File: src/rtl/debounce_pkg.sv
// Shared types and helpers for the push-button debounce/pulse block.
//   state_t     : debounce FSM state, 2-bit encoding
//   cnt_width() : width of the stable/repeat counters, sized so the larger
//                 of the two terminal values fits
package debounce_pkg;

  typedef enum logic [1:0] {
    IDLE         = 2'd0,
    PRESS_WAIT   = 2'd1,
    HELD         = 2'd2,
    RELEASE_WAIT = 2'd3
  } state_t;

  function automatic int cnt_width(input int stable_cycles, input int repeat_cycles);
    int max_cycles;
    max_cycles = (stable_cycles > repeat_cycles) ? stable_cycles : repeat_cycles;
    return $clog2(max_cycles + 1);
  endfunction

endpackage

File: src/rtl/button_debounce_pulse_sync_2ff.sv
// Two-flop synchroniser for a single asynchronous input.
//   clock  : destination clock
//   reset  : asynchronous active-low reset, clears both flops to 0
//   d_in   : asynchronous input
//   q_out  : input synchronised to clock (two-cycle latency)
module sync_2ff (
  input  logic clock,
  input  logic reset,
  input  logic d_in,
  output logic q_out
);

  logic meta_q;
  logic sync_q;

  always_ff @(posedge clock or negedge reset) begin
    if (!reset) begin
      meta_q <= 1'b0;
      sync_q <= 1'b0;
    end else begin
      meta_q <= d_in;
      sync_q <= meta_q;
    end
  end

  assign q_out = sync_q;

endmodule

File: src/rtl/button_debounce_pulse.sv
// Debounces a raw push-button and produces a one-clock pulse per accepted
// press, with optional hold-to-repeat pulses.
//   clock     : system clock, all state on posedge
//   reset     : asynchronous active-low reset
//   button_in : raw asynchronous button, 1 = pressed
//   level_out : debounced button state (registered)
//   pulse_out : one-clock pulse per accepted press or repeat (registered)
// Parameters:
//   STABLE_CYCLES : clocks the synchronised input must hold steady (>= 2)
//   REPEAT_CYCLES : clocks between repeat pulses while held; 0 disables (else >= 2)
module button_debounce_pulse
  import debounce_pkg::*;
#(
  parameter int STABLE_CYCLES = 16,
  parameter int REPEAT_CYCLES = 0
) (
  input  logic clock,
  input  logic reset,
  input  logic button_in,
  output logic level_out,
  output logic pulse_out
);

  localparam int CNT_W = cnt_width(STABLE_CYCLES, REPEAT_CYCLES);
  localparam logic [CNT_W-1:0] STAB_LAST = CNT_W'(STABLE_CYCLES - 1);
  // Guarded so a disabled repeat does not produce a negative terminal value.
  localparam logic [CNT_W-1:0] REP_LAST  = CNT_W'((REPEAT_CYCLES > 0) ? REPEAT_CYCLES - 1 : 0);
  localparam bit               REP_EN    = (REPEAT_CYCLES != 0);
  localparam logic [CNT_W-1:0] CNT_ONE   = CNT_W'(1);

  logic             sync;
  state_t           state_q, state_d;
  logic [CNT_W-1:0] stab_cnt_q, stab_cnt_d;
  logic [CNT_W-1:0] rep_cnt_q, rep_cnt_d;
  logic             level_q, level_d;
  logic             pulse_q, pulse_d;

  sync_2ff u_sync (
    .clock (clock),
    .reset (reset),
    .d_in  (button_in),
    .q_out (sync)
  );

  always_comb begin
    state_d    = state_q;
    stab_cnt_d = stab_cnt_q;
    rep_cnt_d  = rep_cnt_q;
    level_d    = level_q;
    pulse_d    = 1'b0;
    case (state_q)
      IDLE: begin
        if (sync) begin
          state_d    = PRESS_WAIT;
          stab_cnt_d = '0;
        end
      end
      PRESS_WAIT: begin
        if (!sync) begin
          state_d = IDLE;
        end else if (stab_cnt_q == STAB_LAST) begin
          state_d   = HELD;
          level_d   = 1'b1;
          pulse_d   = 1'b1;
          rep_cnt_d = '0;
        end else begin
          stab_cnt_d = stab_cnt_q + CNT_ONE;
        end
      end
      HELD: begin
        // Release takes priority over a repeat pulse due on the same edge.
        if (!sync) begin
          state_d    = RELEASE_WAIT;
          stab_cnt_d = '0;
        end else if (REP_EN) begin
          if (rep_cnt_q == REP_LAST) begin
            pulse_d   = 1'b1;
            rep_cnt_d = '0;
          end else begin
            rep_cnt_d = rep_cnt_q + CNT_ONE;
          end
        end
      end
      RELEASE_WAIT: begin
        // A bounce back to 1 returns to HELD silently; the repeat interval restarts.
        if (sync) begin
          state_d   = HELD;
          rep_cnt_d = '0;
        end else if (stab_cnt_q == STAB_LAST) begin
          state_d = IDLE;
          level_d = 1'b0;
        end else begin
          stab_cnt_d = stab_cnt_q + CNT_ONE;
        end
      end
      default: begin
        state_d = IDLE;
      end
    endcase
  end

  always_ff @(posedge clock or negedge reset) begin
    if (!reset) begin
      state_q    <= IDLE;
      stab_cnt_q <= '0;
      rep_cnt_q  <= '0;
      level_q    <= 1'b0;
      pulse_q    <= 1'b0;
    end else begin
      state_q    <= state_d;
      stab_cnt_q <= stab_cnt_d;
      rep_cnt_q  <= rep_cnt_d;
      level_q    <= level_d;
      pulse_q    <= pulse_d;
    end
  end

  assign level_out = level_q;
  assign pulse_out = pulse_q;

endmodule
File: config.mk
export PLATFORM = sky130hd
export DESIGN_NAME = button_debounce_pulse
export DESIGN_NICKNAME = d
export VERILOG_FILES = /design/src/rtl/debounce_pkg.sv /design/src/rtl/button_debounce_pulse_sync_2ff.sv /design/src/rtl/button_debounce_pulse.sv
export SDC_FILE = /design/constraint.sdc
export NUM_CORES = 1
export LEC_CHECK = 0
export ABC_AREA = 1
export BUFFER_PORTS_ARGS = -buffer_cell sky130_fd_sc_hd__buf_2
export CELL_PAD_IN_SITES_DETAIL_PLACEMENT = 2
export CELL_PAD_IN_SITES_GLOBAL_PLACEMENT = 2
export CORE_AREA = 2 2 45 47
export DETAILED_ROUTE_END_ITERATION = 16
export DIE_AREA = 0 0 47 49
export PLACE_DENSITY = 0.73
export SYNTH_ARGS = -nofsm -noshare
export SYNTH_HDL_FRONTEND = slang
export SYNTH_SLANG_ARGS = --single-unit
File: constraint.sdc
create_clock -name clock -period 3 [get_ports clock]
set_clock_uncertainty 0.1 [all_clocks]
set_input_delay 0.3 -clock clock [delete_from_list [all_inputs] [get_ports clock]]
set_output_delay 0.3 -clock clock [all_outputs]
set_load 0.05 [all_outputs]
==> results.md <==
* CTS tree: done
* Max H-tree Level at 1
* P&R area growth vs syn at 17.8%
* Share of cells above drive strength 1 at 19.4%
* Syn nets at 59
* Final wirelength at 1060 um
* Fin Setup TNS at 0 ns
* RSZ-0062 raised after global routing: false
* Clock group share of total power at 36.0%
* Util after Layout at 32.3%
* Post-synth EDFFs at 0
* Flop pwr share at 56.7%
* First-pass GRT wire length at 2040 um
* Internal at 0.000215 W
* Number of remaining DRC errors at 0
* Max FO, Critical Path at 6
* Die height at 49 um
* Fmax at 611 MHz
* Slowest-stage cell, CP: dfrtp_1
* Gate power share at around 7.3%
* Max Slew Vio Count at 0
* NetSw at around 0.000073 W
* DR vias/cell at 4.27
* CTS Sinks at 11
* Slew HR at 83.2%
* Switching share of total power at ~25%
* CP cell instances: ha_1 > nand2_1 > nor2_1 > ha_1 > nand2_2 > nand3_4 > inv_4 > nand3_1 > o21ai_1
* Synth warn at 0
* Most common cell after layout, fill and taps aside: dfrtp_1
* Commonest cells after routing, fill and taps aside: dfrtp_1 (11), nand2_1 (9), inv_1 (7), nand3_1 (5)
* Most used cell, CP: ha_1
* Core area at 1840 sq um
* Crit share post-route at 54.6%
* Row Count at 16
* Pwr dens at 483 nW/um^2
* GR Overflow Total at 0
* Vias in the first global route at 441
* Initial antenna violation count at 0
* Final Non-Filler Cells at 89
* Root Driver: clkbuf_4
* Synth top area share at a little over half
* Status: completed
* Static Leak at approximately 0.3 nW
* Post-CTS Setup Bufs at 0
* WL/cell at roughly 12 um
* Worst setup EP type: flop
* Slowest stage delay, CP at 0.42 ns
* Nets at 69
* Pin count of the biggest net entering global routing at 12
* Final antenna-violating net count at 0
* Finished Cell Area at 596 sq um
* Critical path's top delay family: simple AND/OR/NAND/NOR gates
* Max rail drop VDD at 0.266 mV
* CTS Hold Bufs at 1
* Initial Util at 27.4%
* Cell taking the most area after synthesis: dfrtp_1
* Die Span X at ~47 um
* Via count at 380
* DRT iter0 DRCs at 0
* Total GRT Usage at 13.0%
* WP data required at 3.06 ns
* Cells after synthesis at 53
* Final GP Congestion at approximately 0.7
* Crit path launch type: flop
* Worst-Skew Late Latency at 0.27 ns
* Max-Cap Viols at 0
* Yosys reg bits at 11
* Area contributors post-synth: dfrtp_1 (54%), ha_1 (7.4%), nand2_1 (6.7%)
* CP bufs+invs at 1
* Endpoints failing setup at 0
* CTS resizes at 0
* Post-synthesis sequential area ratio at 54.5%
* I/O Buffers at 4
* Mapped Area at 505 sq um
* Die area at 2300 sq um
* Netlist cell types at 15
* DP Wirelength at about 780 um
* Placed cells at 84
* Period minus WS final at approximately 1.6 ns
* Top_reg_cell synth: dfrtp_1
* Placed cell areas at 559 sq um
* Syn Area/Cell at roughly 9.5 sq um
* IO Pins at 5
* TritonCTS Buffers at 3
* Async S/R FF share, synth at 100%
* Final hold viol count at 0
* CTS max path bufs at 2
* Worst-path clk slew at roughly 0.08 ns
* Ant. Diodes at 0
* Slew @ Worst Pin at 0.252 ns
* First drt pass iteration count at 1
* Data arrival, critical path at 1.69 ns
* CP Class: reg2reg
* Worst hold slack at 0.0372 ns
* Worst min path class: in2reg
[cell type report]
cell class,count,area [sq um]
Clock buffer,4,26.3
Fill cell,224,1250
Inverter,9,36.3
Multi-Input combinational cell,33,194
Sequential cell,11,275
Tap cell,27,33.8
Timing Repair Buffer,5,30.0
[cell usage after synthesis (2+ instances only)]
master / count
o21ai_0: 4
dfrtp_1: 11
nand2_2: 2
nor2_1: 2
ha_1: 3
o21ai_1: 4
nand3_1: 5
nand2_1: 9
inv_1: 7
[flip-flops by register name (all words and copies together) (netlist names), named ones only]
register,cells
pulse_out,1
state_q,1
stab_cnt_q,5
level_out,1
u_sync.q_out,1
u_sync.meta_q,1
[worst paths after layout]
| check | start | to | slack [ns] | cells past startpoint |
|---|---|---|---|---|
| min in group asynchronous | reset | stab_cnt_q[0]$_DFFE_PN0P_ | 0.32 | 2 |
| max in group asynchronous | reset | asynchronous set/reset pin | 2.28 | 2 |
| min reg2reg | u_sync.meta_q$_DFF_PN0_ | u_sync.q_out$_DFF_PN0_ | 0.26 | 0 |
| min | button_in | u_sync.meta_q$_DFF_PN0_ | 0.04 | 1 |
| max | stab_cnt_q[1]$_DFFE_PN0P_ | stab_cnt_q[4]$_DFFE_PN0P_ | 1.36 | 9 |
| max reg2reg | stab_cnt_q[1]$_DFFE_PN0P_ | stab_cnt_q[4]$_DFFE_PN0P_ | 1.36 | 9 |
[cell families after synthesis]
family,synth area share [%]
xor+xnor,1.73
simple gates,21.3
fa+ha+maj,7.43
compound gates,7.92
flops,54.5
buf+inv,7.18
[metrics by stage]
step / power, W / setup slack (ns)
detailed placement: 0.000187 / 1.36
global placement: 0.000185 / 1.41
finish: 0.000288 / 1.36
global route: 0.000308 / 1.18
CTS: 0.000293 / 1.34
floorplan: 0.000177 / 1.56
[power by group through the flow]
| stage | clock (W) | sequential (W) | combinational [W] |
|---|---|---|---|
| finish | 0.000103 | 0.000163 | 0.0000210 |
| global route | 0.000117 | 0.000165 | 0.0000259 |
| CTS | 0.000108 | 0.000163 | 0.0000218 |
| detailed placement | 0 | 0.000166 | 0.0000205 |
| global placement | 0 | 0.000166 | 0.0000196 |
| floorplan | 0 | 0.000163 | 0.0000133 |
[worst register-to-register path, delay by kind of cell, from the launching register on]
family                   cells  cell delay (ns)
buffers and inverters        1             0.06
AO/OA/AOI/OAI                1             0.06
adder cells (fa/ha/maj)      2             0.40
flip-flops                   1             0.42
AND/OR/NAND/NOR              5             0.48
[layer usage]
layer	track usage, %	part of all wire (%)
met3	4.44	2.8
met2	18.9	52
met1	16.6	44
met4	6.94	1.8
met5	0	0
Power figures use the tool's default switching activity.
